<file path="src/rtl/reset_seq_pkg.sv">
// Shared types and helpers for the 20 MHz domain reset sequencer.
package reset_seq_pkg;

   typedef enum logic [1:0] {
      ST_HOLD    = 2'd0,
      ST_STABLE  = 2'd1,
      ST_STRETCH = 2'd2,
      ST_RUN     = 2'd3
   } seq_state_t;

   localparam int unsigned LOCK_DROPS_W = 8;

   // One spare bit above the larger terminal count keeps the compare simple.
   function automatic int unsigned cnt_width(input int unsigned a, input int unsigned b);
      int unsigned m;
      m = (a > b) ? a : b;
      return $clog2(m) + 1;
   endfunction

endpackage

</file>
<file path="src/rtl/sync_ff.sv">
// Two-flop synchronizer with asynchronous active-low clear.
module sync_ff (
   input  logic clock,
   input  logic clr_n,
   input  logic d,
   output logic q
);

   logic meta;

   always_ff @(posedge clock or negedge clr_n) begin
      if (!clr_n) begin
         meta <= 1'b0;
         q    <= 1'b0;
      end else begin
         meta <= d;
         q    <= meta;
      end
   end

endmodule

</file>
<file path="src/rtl/reset_sequencer.sv">
// Stretched system reset for the core: waits for stable PLL lock, holds reset
// for a programmable time, and counts lock losses seen while running.
//
// state   | meaning
// HOLD    | no synchronized lock; reset asserted
// STABLE  | lock present, counting LOCK_CYCLES of qualification
// STRETCH | lock qualified, holding reset for STRETCH_CYCLES
// RUN     | reset released
module reset_sequencer
   import reset_seq_pkg::*;
#(
   parameter int unsigned LOCK_CYCLES    = 1024,
   parameter int unsigned STRETCH_CYCLES = 16
) (
   input  logic                    clock,
   input  logic                    reset_n,
   input  logic                    pll_locked,
   input  logic                    soft_reset_req,
   output logic                    cpu_reset,
   output logic                    running,
   output logic [1:0]              state,
   output logic [LOCK_DROPS_W-1:0] lock_drops
);

   localparam int unsigned CNT_W = cnt_width(LOCK_CYCLES, STRETCH_CYCLES);
   localparam logic [CNT_W-1:0] LOCK_LAST    = CNT_W'(LOCK_CYCLES - 1);
   localparam logic [CNT_W-1:0] STRETCH_LAST = CNT_W'(STRETCH_CYCLES - 1);

   logic       rst_int_n;
   logic       locked_s;
   seq_state_t state_q, state_d;
   logic [CNT_W-1:0] cnt, cnt_d;
   logic       cpu_reset_d, running_d;
   logic       drop_inc;

   sync_ff u_rst_sync (
      .clock (clock),
      .clr_n (reset_n),
      .d     (1'b1),
      .q     (rst_int_n)
   );

   sync_ff u_lock_sync (
      .clock (clock),
      .clr_n (rst_int_n),
      .d     (pll_locked),
      .q     (locked_s)
   );

   always_ff @(posedge clock or negedge rst_int_n) begin
      if (!rst_int_n) begin
         state_q   <= ST_HOLD;
         cnt       <= '0;
         cpu_reset <= 1'b1;
         running   <= 1'b0;
      end else begin
         state_q   <= state_d;
         cnt       <= cnt_d;
         cpu_reset <= cpu_reset_d;
         running   <= running_d;
      end
   end

   // Lock loss is checked first in every state so it always wins over soft reset.
   always_comb begin
      state_d  = state_q;
      cnt_d    = cnt;
      drop_inc = 1'b0;
      unique case (state_q)
         ST_HOLD: begin
            if (locked_s) begin
               state_d = ST_STABLE;
               cnt_d   = '0;
            end
         end
         ST_STABLE: begin
            if (!locked_s) begin
               state_d = ST_HOLD;
            end else if (cnt == LOCK_LAST) begin
               state_d = ST_STRETCH;
               cnt_d   = '0;
            end else begin
               cnt_d = cnt + 1'b1;
            end
         end
         ST_STRETCH: begin
            if (!locked_s) begin
               state_d = ST_HOLD;
            end else if (soft_reset_req) begin
               cnt_d = '0;
            end else if (cnt == STRETCH_LAST) begin
               state_d = ST_RUN;
            end else begin
               cnt_d = cnt + 1'b1;
            end
         end
         ST_RUN: begin
            if (!locked_s) begin
               state_d  = ST_HOLD;
               drop_inc = 1'b1;
            end else if (soft_reset_req) begin
               state_d = ST_STRETCH;
               cnt_d   = '0;
            end
         end
         default: state_d = ST_HOLD;
      endcase
   end

   always_comb begin
      cpu_reset_d = (state_d != ST_RUN);
      running_d   = (state_d == ST_RUN);
   end

   always_ff @(posedge clock or negedge rst_int_n) begin
      if (!rst_int_n) begin
         lock_drops <= '0;
      end else if (drop_inc && (lock_drops != {LOCK_DROPS_W{1'b1}})) begin
         lock_drops <= lock_drops + 1'b1;
      end
   end

   assign state = state_q;

endmodule
</file>
<file path="config.mk">
export PLATFORM = sky130hd
export DESIGN_NAME = reset_sequencer
export DESIGN_NICKNAME = d
export VERILOG_FILES = /design/src/rtl/reset_seq_pkg.sv /design/src/rtl/sync_ff.sv /design/src/rtl/reset_sequencer.sv
export SDC_FILE = /design/constraint.sdc
export NUM_CORES = 1
export LEC_CHECK = 0
export ABC_AREA = 1
export CAP_MARGIN = 20
export CORE_ASPECT_RATIO = 0.8
export CORE_MARGIN = 8
export CORE_UTILIZATION = 60
export DETAILED_ROUTE_END_ITERATION = 10
export MAX_ROUTING_LAYER = met4
export PLACE_DENSITY_LB_ADDON = 0.3
export SETUP_SLACK_MARGIN = 0.1
export SYNTH_ARGS = -nofsm -noshare
export SYNTH_HDL_FRONTEND = slang
export SYNTH_SLANG_ARGS = --single-unit
</file>
<file path="constraint.sdc">
create_clock -name clock -period 1.4 [get_ports clock]
set_input_delay 0.28 -clock clock [delete_from_list [all_inputs] [get_ports clock]]
set_output_delay 0.28 -clock clock [all_outputs]
set_load 0.01 [all_outputs]
</file>
==> results by group, run 1 <==
Outcome
  • Outcome: did not finish
  • Last stage: global routing (5_1_grt)
  • Stop Error: [ERROR DPL-0033] detailed placement checks failed during check placement.

Synth
  • Netlist cell types: 26
  • Synth Warn #: 0
  • Sequential area share after synthesis: 43.7%
  • Mapped Area: 1550 sq um
  • Synth Register Bits: 27
  • Syn_nets: 209
  • Mean Syn Cell Area: 7.82 sq um
  • Synth Instances: 198

GRT
  • Largest net degree at the start of global routing: 15
  • Initial antenna violation count: 0

Die
  • Num ports: 16
  • Die Y: 61.4 microns
  • Initial core utilization: 63.4%
  • Chip Width: 72.8 microns
  • Row count: 16

Placed design
  • Pre-CTS setup slack: -0.296 ns
  • IO Port Bufs: 15
  • RePlAce Congestion: 0.932
  • DP HPWL: 2970 microns

STA
  • Worst-path endpoint after global-route repair_timing: cnt[5]$_DFFE_PN0P_/D
  • Worst endpoint type: register data pin

CTS
  • CTS Hold Buffers Added: 0
  • Longest Clk Path Bufs: 2
  • H-Tree Depth: 1
  • CTS buffer count: 3
  • TritonCTS Sinks: 27
  • Root Driver: clkbuf_4
[per-stage QoR]
stage,instance area [sq um],hold WS (ns),instances,utilization [%]
floorplan,1650,-0.0156,198,-
global placement,2030,0.184,274,83.1
detailed placement,2030,0.189,274,83.1
CTS,2190,0.0921,290,89.5
[cells by family after synthesis]
| logic type | count (synthesis) | synth area share [%] |
|---|---|---|
| xor gates and xnor gates | 6 | 3.40 |
| adders and majority gates | 7 | 5.66 |
| DFF | 27 | 43.7 |
| AOI/OAI and AO/OA | 19 | 7.84 |
| other | 1 | 0.242 |
| and+or+nand+nor | 110 | 32.0 |
| buffers and inverters | 28 | 7.11 |
[synthesized netlist by cell type]
cell      instances  area (sq um)
o21ai_1           1          5.00
a21oi_1           3          15.0
dfstp_2           1          26.3
nand4_1           3          18.8
o21ai_0           8          40.0
dfrtp_1          26           651
a21boi_0          1          7.51
nand2_4           2          22.5
ha_1              7          87.6
xor2_1            6          52.6
nor2_1           20          75.1
nand3_1          15          75.1
nor2_2            4          25.0
nor3_1            3          15.0
nand2_2           6          37.5
o22ai_1           2          12.5
inv_1            25          93.8
conb_1            1          3.75
a21oi_4           1          16.3
inv_6             1          8.76
inv_2             2          7.51
a21oi_2           2          17.5
o21a_1            1          7.51
nand3_2           1          10.0
nand2_1          55           206
nor3_2            1          10.0
[what timing repair did]
item / in CTS
gates resized for setup: 51
setup endpoints to repair: 35
pin swaps: 13
setup buffers: 12
==> run 2: changes to the inputs <==
- CORE_ASPECT_RATIO: 0.8 -> default
- CORE_UTILIZATION: 60 -> 40
- MAX_ROUTING_LAYER: met4 -> default
- PLACE_DENSITY_LB_ADDON: 0.3 -> 0.15
- SETUP_SLACK_MARGIN: 0.1 -> default
==> run 2 against run 1 <==
The flow now finishes, with violations (negative setup slack). Synthesized area is the same. Synthesized cell count is the same.
==> results by group, run 2 <==
Outcome
  • Outcome: complete, but fails checks (was did not finish)
  • Failing checks: negative setup slack

Synth
  • Synth Instances: 198 (unchanged)
  • Post-synthesis mux area share: 0% (unchanged)
  • Post-synthesis xor/xnor area fraction: 3.40% (unchanged)
  • Leading cell types by count after synthesis: nand2_1, dfrtp_1, inv_1, nor2_1, nand3_1 (unchanged)
  • Syn_nets: 209 (unchanged)
  • Number of synthesized flops with an enable pin: 0 (unchanged)
  • Sequential area share after synthesis: 43.7% (unchanged)
  • Asr flop ratio synth: 100% (unchanged)
  • Synth Area in Simple Gates: 32.0% (unchanged)
  • Synth Register Bits: 27 (unchanged)
  • Mean Syn Cell Area: 7.82 sq um (unchanged)
  • Synth area leaders: dfrtp_1, nand2_1, inv_1 (unchanged)
  • Netlist cell types: 26 (unchanged)
  • Synth area leader: dfrtp_1 (unchanged)
  • Mapped Area: 1550 sq um (unchanged)
  • Synth Warn #: 0 (unchanged)
  • Largest family of logic cells by synthesized area: simple AND/OR/NAND/NOR gates (unchanged)
  • Synth top area share: 42.0% (unchanged)
  • Compound-gate portion of the synthesized area: 7.84% (unchanged)
  • Synth Area in Adders: 5.66% (unchanged)
  • Count leader, synth: nand2_1 (unchanged)
  • Predominant post-synthesis flop cell: dfrtp_1 (unchanged)

Power and ir drop
  • Logic gate share of total power: 37.8%
  • Final total power: 2140 uW
  • Sw Pwr: 758 uW
  • Leakage Power: 0.00109 uW
  • Worst vdd ir: 739 uV
  • Clock Power Share: 20.7%
  • Reg power frac: 41.5%
  • PD cells: 949 nW/um^2
  • Sw Ratio: 35.5%
  • Cell Int Power: 1380 uW

Finish
  • Commonest non-fill, non-tap cell in the layout: nand2_1
  • Ant diodes: 0
  • Layout net count: 260
  • Fraction of layout instances using a drive strength above 1: 39.5%
  • Final Cell Area: 2250 sq um
  • Most frequent cells in the layout: nand2_1, buf_4, dfrtp_1
  • Largest register FFs: 11
  • Register with the most flip-flops: cnt
  • Area growth syn-to-layout: 45.4%

Die
  • Chip Width: 78.2 microns (was 72.8 microns)
  • Num ports: 16 (unchanged)
  • Die Y: 78.2 microns (was 61.4 microns)
  • Die area: 6120 sq um
  • Initial core utilization: 42.0% (was 63.4%)
  • Core Box Area: 3690 sq um
  • Row count: 22 (was 16)

Placed design
  • IO Port Bufs: 15 (unchanged)
  • Area after DPL: 2030 sq um (unchanged)
  • RePlAce Congestion: 0.879 (was 0.932)
  • DP HPWL: 2660 microns (was 2970 microns)

Worst setup path
  • CP top delay family: simple AND/OR/NAND/NOR gates
  • Slowest cell on the critical path: dfrtp_2
  • Crit path DAT: 1.78 ns
  • Nature of the critical path endpoint: flop
  • Req. time, crit path: 1.61 ns
  • Crit path cell chain: inv_4 > ha_4 > nand2_2 > nor2_4 > nand2_4 > nand2_4 > inv_8 > nand2_4 > nand2_2 > a21oi_2
  • CP bufs+invs: 2
  • Crit Path Max Fanout: 9
  • WS Path Type: flop to flop
  • CP peak stage delay: 0.48 ns
  • Worst setup SP type: flop
  • Crit-path most repeated cell: nand2_4

GRT
  • Initial antenna violation count: 0
  • Vias in the first global route: 1,431
  • First-pass GRT wire length: 6160 microns
  • Largest net degree at the start of global routing: 26
  • Tot GR Track Use: 12.0%
  • Total global routing overflow: 0

Route
  • Via Count: 1,412
  • Remaining DRCs: 0
  • Total iterations of the first detailed-routing run: 4
  • Post-route ant nets: 0
  • WL per Instance: 12.4 microns
  • DR iter-0 viols: 68
  • Vias per inst: 4.77
  • Final wirelength: 3670 microns

STA
  • Setup TNS Final: -1.79 ns
  • Hold_ws: 0.157 ns
  • RSZ-0062 raised after global routing: yes
  • Worst Slack Setup Final: -0.176 ns
  • Final setup violation count: 19
  • Fin crit period: 1.58 ns
  • Final period util: 113%
  • Final Hold Vio Count: 0
  • Max Transition Viols Final: 0
  • Max frequency: 0.634 GHz
  • Clock skew: 0.00354 ns

CTS
  • Insertion delay to the later sink of the worst-skew pair: 0.27 ns
  • H-Tree Depth: 1 (unchanged)
  • Root Driver: clkbuf_8 (was clkbuf_4)
  • TritonCTS Sinks: 27 (unchanged)
  • Longest Clk Path Bufs: 2 (unchanged)
  • CTS clk-pin slew, worst paths: 0.09 ns
  • CTS tree: built
  • CTS buffer count: 3 (unchanged)

Run
  • # Max-Cap Violations: 0

Hold path
  • Worst Hold Class: primary input to async pin
==> run 2: cell counts after synthesis <==
No cell type changed its count.
==> run 2: logic make-up after synthesis <==
logic type | after synthesis
and+or+nand+nor | 110
buffers and inverters | 28
DFF | 27
AOI/OAI and AO/OA | 19
adders and majority gates | 7
xor gates and xnor gates | 6
other | 1
==> run 2: final cells by class <==
class                   instances  area [sq um]
clock buffers                   4          45.0
fillers                       354          1440
inverters                      28           125
multi-input cells             143           961
flip-flops and latches         27           679
well taps                      48          60.1
repair buffers                 46           380
==> run 2: routing by layer <==
layer	GRT usage [%]	wire (microns)	vias up
li1	-	-	719
met1	14.3	1650	671
met2	20.7	1840	18
met3	2.96	138	4
met4	3.33	42	0
met5	0	0	-
==> run 2: final timing paths <==
check	startpoint	end	slack, ns	depth (start not counted)
setup reg to reg	state[0]	cnt[10]	-0.18	10
hold reg to reg	u_rst_sync.q	lock_drops[6]	0.23	1
setup / recovery	state[0]	cnt[10]	-0.18	10
hold / removal	reset_n	u_rst_sync.meta	0.16	1
max in group asynchronous	u_rst_sync.q	cpu_reset	0.87	1
min in group clock	u_rst_sync.meta	u_rst_sync.q	0.36	0
==> run 2: metrics by stage <==
stage	util [%]	instances	worst slack [ns]
floorplan	-	198	-0.0994
global placement	55.1	286	-0.163
detailed placement	55.1	286	-0.216
CTS	57.2	293	-0.202
global route	61.0	296	-0.277
finish	61.0	296	-0.176
==> run 2: repair_timing <==
action	4_1_cts	5_1_grt
hold buffers	0	0
pin swaps	6	13
buffers inserted	3	3
setup endpoints to repair	35	24
resized for setup	20	39
==> run 2: power groups by stage <==
stage | clock network, uW | registers (uW) | logic [uW]
finish | 441 | 886 | 808
global route | 473 | 893 | 894
CTS | 460 | 881 | 752
detailed placement | 0 | 897 | 751
global placement | 0 | 891 | 754
floorplan | 0 | 917 | 461
Note: power is estimated with default switching activity, not from simulation.
==> run 3: changes to the inputs <==
- clock period: 1.4 -> 1.6 ns (I/O delays scaled with it)
==> run 3 against run 2 <==
The run still ends with negative setup slack left. First-iteration DRC count shrank 19%. Via count rose by 0.71%. Combinational power down 9.2%. Sequential power fell by 14%. Sequential share of layout area up 2.3 points. Non-clock buffer count is 7 lower. Register-to-register slack gained 0.15 ns. Worst setup slack better by 0.15 ns. Clock power decreased by 13%. Worst hold slack improved by 0.039 ns. Routed wire length is 5.6% lower. Critical endpoint unchanged. Largest cell class unchanged. Highest routed layer unchanged.
==> results by group, run 3 (synthesis gave the netlist of run 2 again) <==
Outcome
  • Outcome: complete, but fails checks (unchanged)
  • Failing checks: negative setup slack (unchanged)

Finish
  • Most frequent cells in the layout: nand2_1, dfrtp_1, inv_1, buf_4, nor2_1 (was nand2_1, buf_4, dfrtp_1)
  • Commonest non-fill, non-tap cell in the layout: nand2_1 (unchanged)
  • # fillers: 354 (unchanged)
  • Layout net count: 255 (was 260)
  • Ant diodes: 0 (unchanged)
  • Area growth syn-to-layout: 35.3% (was 45.4%)
  • Layout Cells excl Fill: 291 (was 296)
  • Register with the most flip-flops: cnt (unchanged)
  • Largest register FFs: 11 (unchanged)
  • Fraction of layout instances using a drive strength above 1: 27.6% (was 39.5%)

STA
  • Max Transition Viols Final: 0 (unchanged)
  • Final period util: 102% (was 113%)
  • Hold_ws: 0.197 ns (was 0.157 ns)
  • Max frequency: 0.615 GHz (was 0.634 GHz)
  • Final setup violation count: 3 (was 19)
  • Setup TNS Final: -0.0482 ns (was -1.79 ns)
  • Final Hold Vio Count: 0 (unchanged)
  • RSZ-0062 raised after global routing: yes (unchanged)
  • Worst Slack Setup Final: -0.0254 ns (was -0.176 ns)
  • Fin crit period: 1.63 ns (was 1.58 ns)
  • Clock skew: 0.00210 ns (was 0.00354 ns)

Route
  • Total iterations of the first detailed-routing run: 4 (unchanged)
  • Post-route ant nets: 0 (unchanged)
  • Vias per inst: 4.89 (was 4.77)
  • Remaining DRCs: 0 (unchanged)
  • Final wirelength: 3470 microns (was 3670 microns)
  • Via Count: 1,422 (was 1,412)
  • WL per Instance: 11.9 microns (was 12.4 microns)
  • DR iter-0 viols: 55 (was 68)

CTS
  • CTS buffer count: 3 (unchanged)
  • Insertion delay to the later sink of the worst-skew pair: 0.27 ns (about the same)
  • CTS clk-pin slew, worst paths: 0.09 ns (about the same)
  • Longest Clk Path Bufs: 2 (unchanged)
  • Root Driver: clkbuf_8 (unchanged)
  • H-Tree Depth: 1 (unchanged)
  • TritonCTS Sinks: 27 (unchanged)
  • CTS tree: built (unchanged)
  • CTS Hold Buffers Added: 0 (unchanged)

GRT
  • Initial antenna violation count: 0 (unchanged)
  • Largest net degree at the start of global routing: 26 (unchanged)
  • First-pass GRT wire length: 6120 microns (was 6160 microns)
  • Vias in the first global route: 1,453 (was 1,431)
  • Total global routing overflow: 0 (unchanged)
  • Tot GR Track Use: 11.6% (was 12.0%)

Die
  • Die area: 6120 sq um (unchanged)
  • Core Box Area: 3690 sq um (unchanged)
  • Num ports: 16 (unchanged)
  • Die Y: 78.2 microns (unchanged)
  • Initial core utilization: 42.0% (unchanged)
  • Chip Width: 78.2 microns (unchanged)
  • Row count: 22 (unchanged)

Placed design
  • RePlAce Congestion: 0.908 (was 0.879)
  • Dpl cells: 277 (was 286)
  • DP HPWL: 2590 microns (was 2660 microns)
  • IO Port Bufs: 15 (unchanged)

Worst setup path
  • Nature of the critical path endpoint: flop (unchanged)
  • Crit path DAT: 1.83 ns (was 1.78 ns)
  • Req. time, crit path: 1.80 ns (was 1.61 ns)
  • WS Path Type: flop to flop (unchanged)
  • Worst setup SP type: flop (unchanged)
  • Crit Path Max Fanout: 5 (was 9)

Power and ir drop
  • Leakage Power: 0.00105 uW (was 0.00109 uW)
  • Final total power: 1880 uW (was 2140 uW)
  • Worst vdd ir: 405 uV (was 739 uV)
  • PD cells: 896 nW/um^2 (was 949 nW/um^2)

Hold path
  • Worst Hold Class: primary input to async pin (unchanged)

Run
  • # Max-Cap Violations: 0 (unchanged)
==> run 3: changes by cell type in the layout (fill, tap and decap cells not counted), moves of 3 or more <==
cell | before | now
nand2_1 | 41 | 53
nand2_2 | 18 | 8
buf_4 | 29 | 23
clkdlybuf4s50_1 | 3 | 9
dlygate4sd2_1 | 9 | 3
nand3_1 | 10 | 14
nand3_2 | 5 | 1
dlymetal6s2s_1 | 0 | 3
ha_4 | 5 | 2
o21ai_1 | 3 | 6
o21ai_2 | 3 | 0
==> run 3: per-layer routing <==
layer,vias to the layer above,GRT usage (%),share of wire (%)
met5,-,0,0
li1,712,-,-
met3,4,3.08,4.2
met2,29,19.6,48
met4,0,2.78,0.55
met1,677,14.4,47
==> run 3: critical path, stage by stage (launching register included) <==
cell     delay, ns
dfrtp_2       0.47
ha_2          0.22
nor2_4        0.11
nand2_2       0.07
a21oi_4       0.21
nand2_4       0.12
nor2_4        0.13
nand3_1       0.09
a21oi_2       0.13
==> run 3: layout make-up <==
type,instances,area (sq um),area share (%)
Multi-Input combinational cell,144,852,40.7
Clock inverter,1,5.00,0.239
Sequential cell,27,679,32.4
Clock buffer,3,41.3,1.97
Inverter,28,115,5.50
Timing Repair Buffer,39,338,16.1
Tap cell,48,60.1,2.87
Timing Repair inverter,1,3.75,0.179
==> run 3: power by group <==
group	internal, uW	leakage, uW	switching, uW
Combinational	323	0.000680	411
Sequential	721	0.000349	38.9
Clock	174	0.0000255	209
==> run 3: stage by stage <==
| step | instance area (sq um) | worst slack, ns | utilization, % |
|---|---|---|---|
| after floorplan | 1550 | 0.0186 | - |
| after global placement | 1880 | -0.0603 | 51.1 |
| after detailed placement | 1880 | -0.165 | 51.1 |
| after CTS | 2060 | -0.0581 | 55.9 |
| after global routing | 2090 | -0.128 | 56.8 |
| final | 2090 | -0.0254 | 56.8 |
==> run 3: repair_timing <==
item	in CTS	in global routing
endpoints found under the setup margin	14	24
gates resized for setup	25	9
pin swaps	10	3
setup buffers	6	2
gates cloned	2	0
==> run 3: worst paths after layout <==
check / slack, ns / end / startpoint / cells after the start
hold / removal: 0.20 / u_rst_sync.q / reset_n / 1
setup / recovery: -0.03 / cnt[10] / state[1] / 8
max in group asynchronous: 1.07 / cpu_reset / u_rst_sync.q / 1
setup reg to reg: -0.03 / cnt[10] / state[1] / 8
hold reg to reg: 0.23 / cnt[0] / u_rst_sync.q / 1
min in group clock: 0.36 / u_lock_sync.q / u_lock_sync.meta / 0
==> run 4: changes to the inputs <==
- TNS_END_PERCENT: default -> 50
==> run 4 against run 3 <==
The run still ends with negative setup slack left. Cell count fell by 0.69%. Clock skew fell by 0.00070 ns. Routed wire length fell by 0.49%. Clock power rose by 1%. Sequential share of layout area rose by 0.18 points. Largest power group unchanged.
==> results by group, run 4 (synthesis gave the netlist of run 2 again) <==
Placed design
  • Area after DPL: 1880 sq um (unchanged)
  • RePlAce Congestion: 0.908 (unchanged)
  • Dpl cells: 277 (unchanged)
  • DP HPWL: 2590 microns (unchanged)
  • IO Port Bufs: 15 (unchanged)

STA
  • Final setup violation count: 3 (unchanged)
  • RSZ-0062 raised after global routing: yes (unchanged)
  • Worst Slack Setup Final: -0.0213 ns (was -0.0254 ns)
  • Hold_ws: 0.195 ns (was 0.197 ns)
  • Fin crit period: 1.62 ns (was 1.63 ns)
  • Final Hold Vio Count: 0 (unchanged)
  • Max frequency: 0.617 GHz (was 0.615 GHz)
  • Max Transition Viols Final: 0 (unchanged)
  • Clock skew: 0.00140 ns (was 0.00210 ns)
  • Final period util: 101% (was 102%)

Die
  • Die area: 6120 sq um (unchanged)
  • Row count: 22 (unchanged)
  • Chip Width: 78.2 microns (unchanged)
  • Num ports: 16 (unchanged)
  • Initial core utilization: 42.0% (unchanged)
  • Die Y: 78.2 microns (unchanged)
  • Core Box Area: 3690 sq um (unchanged)

Finish
  • Multi-input gate area: 856 sq um (was 852 sq um)
  • Layout Cells excl Fill: 289 (was 291)
  • Ant diodes: 0 (unchanged)
  • Finished Core Util: 56.5% (was 56.8%)
  • Largest register FFs: 11 (unchanged)
  • Commonest non-fill, non-tap cell in the layout: nand2_1 (unchanged)
  • # fillers: 358 (was 354)
  • Fraction of layout instances using a drive strength above 1: 27.4% (was 27.6%)
  • Register with the most flip-flops: cnt (unchanged)
  • Final Cell Area: 2080 sq um (was 2090 sq um)
  • Most frequent cells in the layout: nand2_1, dfrtp_1, inv_1 (was nand2_1, dfrtp_1, inv_1, buf_4, nor2_1)
  • Layout net count: 253 (was 255)
  • Register area: 679 sq um (unchanged)
  • Area growth syn-to-layout: 34.6% (was 35.3%)

Outcome
  • Outcome: complete, but fails checks (unchanged)
  • Failing checks: negative setup slack (unchanged)

GRT
  • Initial antenna violation count: 0 (unchanged)
  • Vias in the first global route: 1,454 (was 1,453)
  • Tot GR Track Use: 11.7% (was 11.6%)
  • Total global routing overflow: 0 (unchanged)
  • First-pass GRT wire length: 6130 microns (was 6120 microns)
  • Largest net degree at the start of global routing: 26 (unchanged)

Worst setup path
  • WS Path Type: flop to flop (unchanged)
  • Crit Path Max Fanout: 5 (unchanged)
  • Crit path DAT: 1.83 ns (about the same)
  • R2R cell count: 8 (unchanged)
  • Nature of the critical path endpoint: flop (unchanged)
  • Req. time, crit path: 1.81 ns (was 1.80 ns)
  • Worst setup SP type: flop (unchanged)

Route
  • Wire length on met1: 1600 microns (was 1630 microns)
  • Max Used Layer: met4 (unchanged)
  • WL per Instance: 11.9 microns (about the same)
  • Total iterations of the first detailed-routing run: 4 (unchanged)
  • Post-route ant nets: 0 (unchanged)
  • Met3 wire length: 165 microns (was 147 microns)
  • Met2 routed WL: 1660 microns (was 1680 microns)
  • Vias per inst: 4.85 (was 4.89)
  • Remaining DRCs: 0 (unchanged)
  • DR iter-0 viols: 63 (was 55)
  • Via Count: 1,402 (was 1,422)
  • Final wirelength: 3450 microns (was 3470 microns)

Power and ir drop
  • Worst vdd ir: 405 uV (about the same)
  • Final total power: 1890 uW (was 1880 uW)
  • Clock Power Share: 20.5% (was 20.4%)
  • Logic gate share of total power: 39.2% (was 39.1%)
  • Sw Pwr: 665 uW (was 659 uW)
  • PD cells: 906 nW/um^2 (was 896 nW/um^2)
  • Reg power frac: 40.3% (was 40.5%)
  • Cell Int Power: 1220 uW (about the same)
  • Leakage Power: 0.00107 uW (was 0.00105 uW)
  • Sw Ratio: 35.3% (was 35.1%)

CTS
  • CTS tree: built (unchanged)
  • Insertion delay to the later sink of the worst-skew pair: 0.27 ns (about the same)
  • CTS Hold Buffers Added: 0 (unchanged)
  • TritonCTS Sinks: 27 (unchanged)
  • Root Driver: clkbuf_8 (unchanged)
  • CTS buffer count: 3 (unchanged)
  • Longest Clk Path Bufs: 2 (unchanged)
  • CTS clk-pin slew, worst paths: 0.09 ns (about the same)
  • H-Tree Depth: 1 (unchanged)

Hold path
  • Worst Hold Class: primary input to async pin (unchanged)

Run
  • # Max-Cap Violations: 0 (unchanged)
run 4: repair_timing:
item                                    4_1_cts  5_1_grt
resized for setup                            28       10
gates cloned                                  2        0
endpoints found under the setup margin       14       24
pin swaps                                    11        3
setup buffers                                 4        2
run 4: stage by stage:
| step | setup WS [ns] | TNS, ns |
|---|---|---|
| global route | -0.128 | -1.54 |
| global placement | -0.0603 | -0.410 |
| floorplan | 0.0186 | 0 |
| detailed placement | -0.165 | -0.903 |
| CTS | -0.0572 | -0.288 |
| finish | -0.0213 | -0.0383 |
run 4: worst paths after layout:
path                             startpoint  slack, ns            end
max reg2reg                        state[1]      -0.02        cnt[10]
min reg2reg                    u_rst_sync.q       0.23         cnt[6]
max in group asynchronous      u_rst_sync.q       1.08      cpu_reset
min                                 reset_n       0.20   u_rst_sync.q
max                                state[1]      -0.02        cnt[10]
min in group clock         u_lock_sync.meta       0.36  u_lock_sync.q
run 4: layout make-up:
type,count,area share [%]
timing repair buffer,37,15.5
clock buffer,3,1.98
sequential,27,32.6
tap,48,2.88
clock inverter,1,0.240
inverter,28,5.53
multi-input combinational,144,41.1
timing repair inverter,1,0.180
run 4: power groups by stage:
stage               sequential, uW  combinational, uW  clock (uW)
finish                         760                739         388
global route                   770                809         419
CTS                            754                720         402
detailed placement             764                563           0
global placement               762                551           0
floorplan                      781                326           0
run 4: per-layer routing:
| metal | vias up | track usage, % |
|---|---|---|
| met5 | - | 0 |
| met4 | 0 | 2.78 |
| met3 | 4 | 3.08 |
| met2 | 34 | 19.8 |
| met1 | 656 | 14.4 |
| li1 | 708 | - |
run 4: critical path, cell delays in order, from the launching register on:
cell     delay (ns)
dfrtp_2        0.47
ha_2           0.22
nor2_4         0.11
nand2_2        0.07
a21oi_4        0.21
nand2_4        0.13
nor2_4         0.13
nand3_1        0.09
a21oi_2        0.13
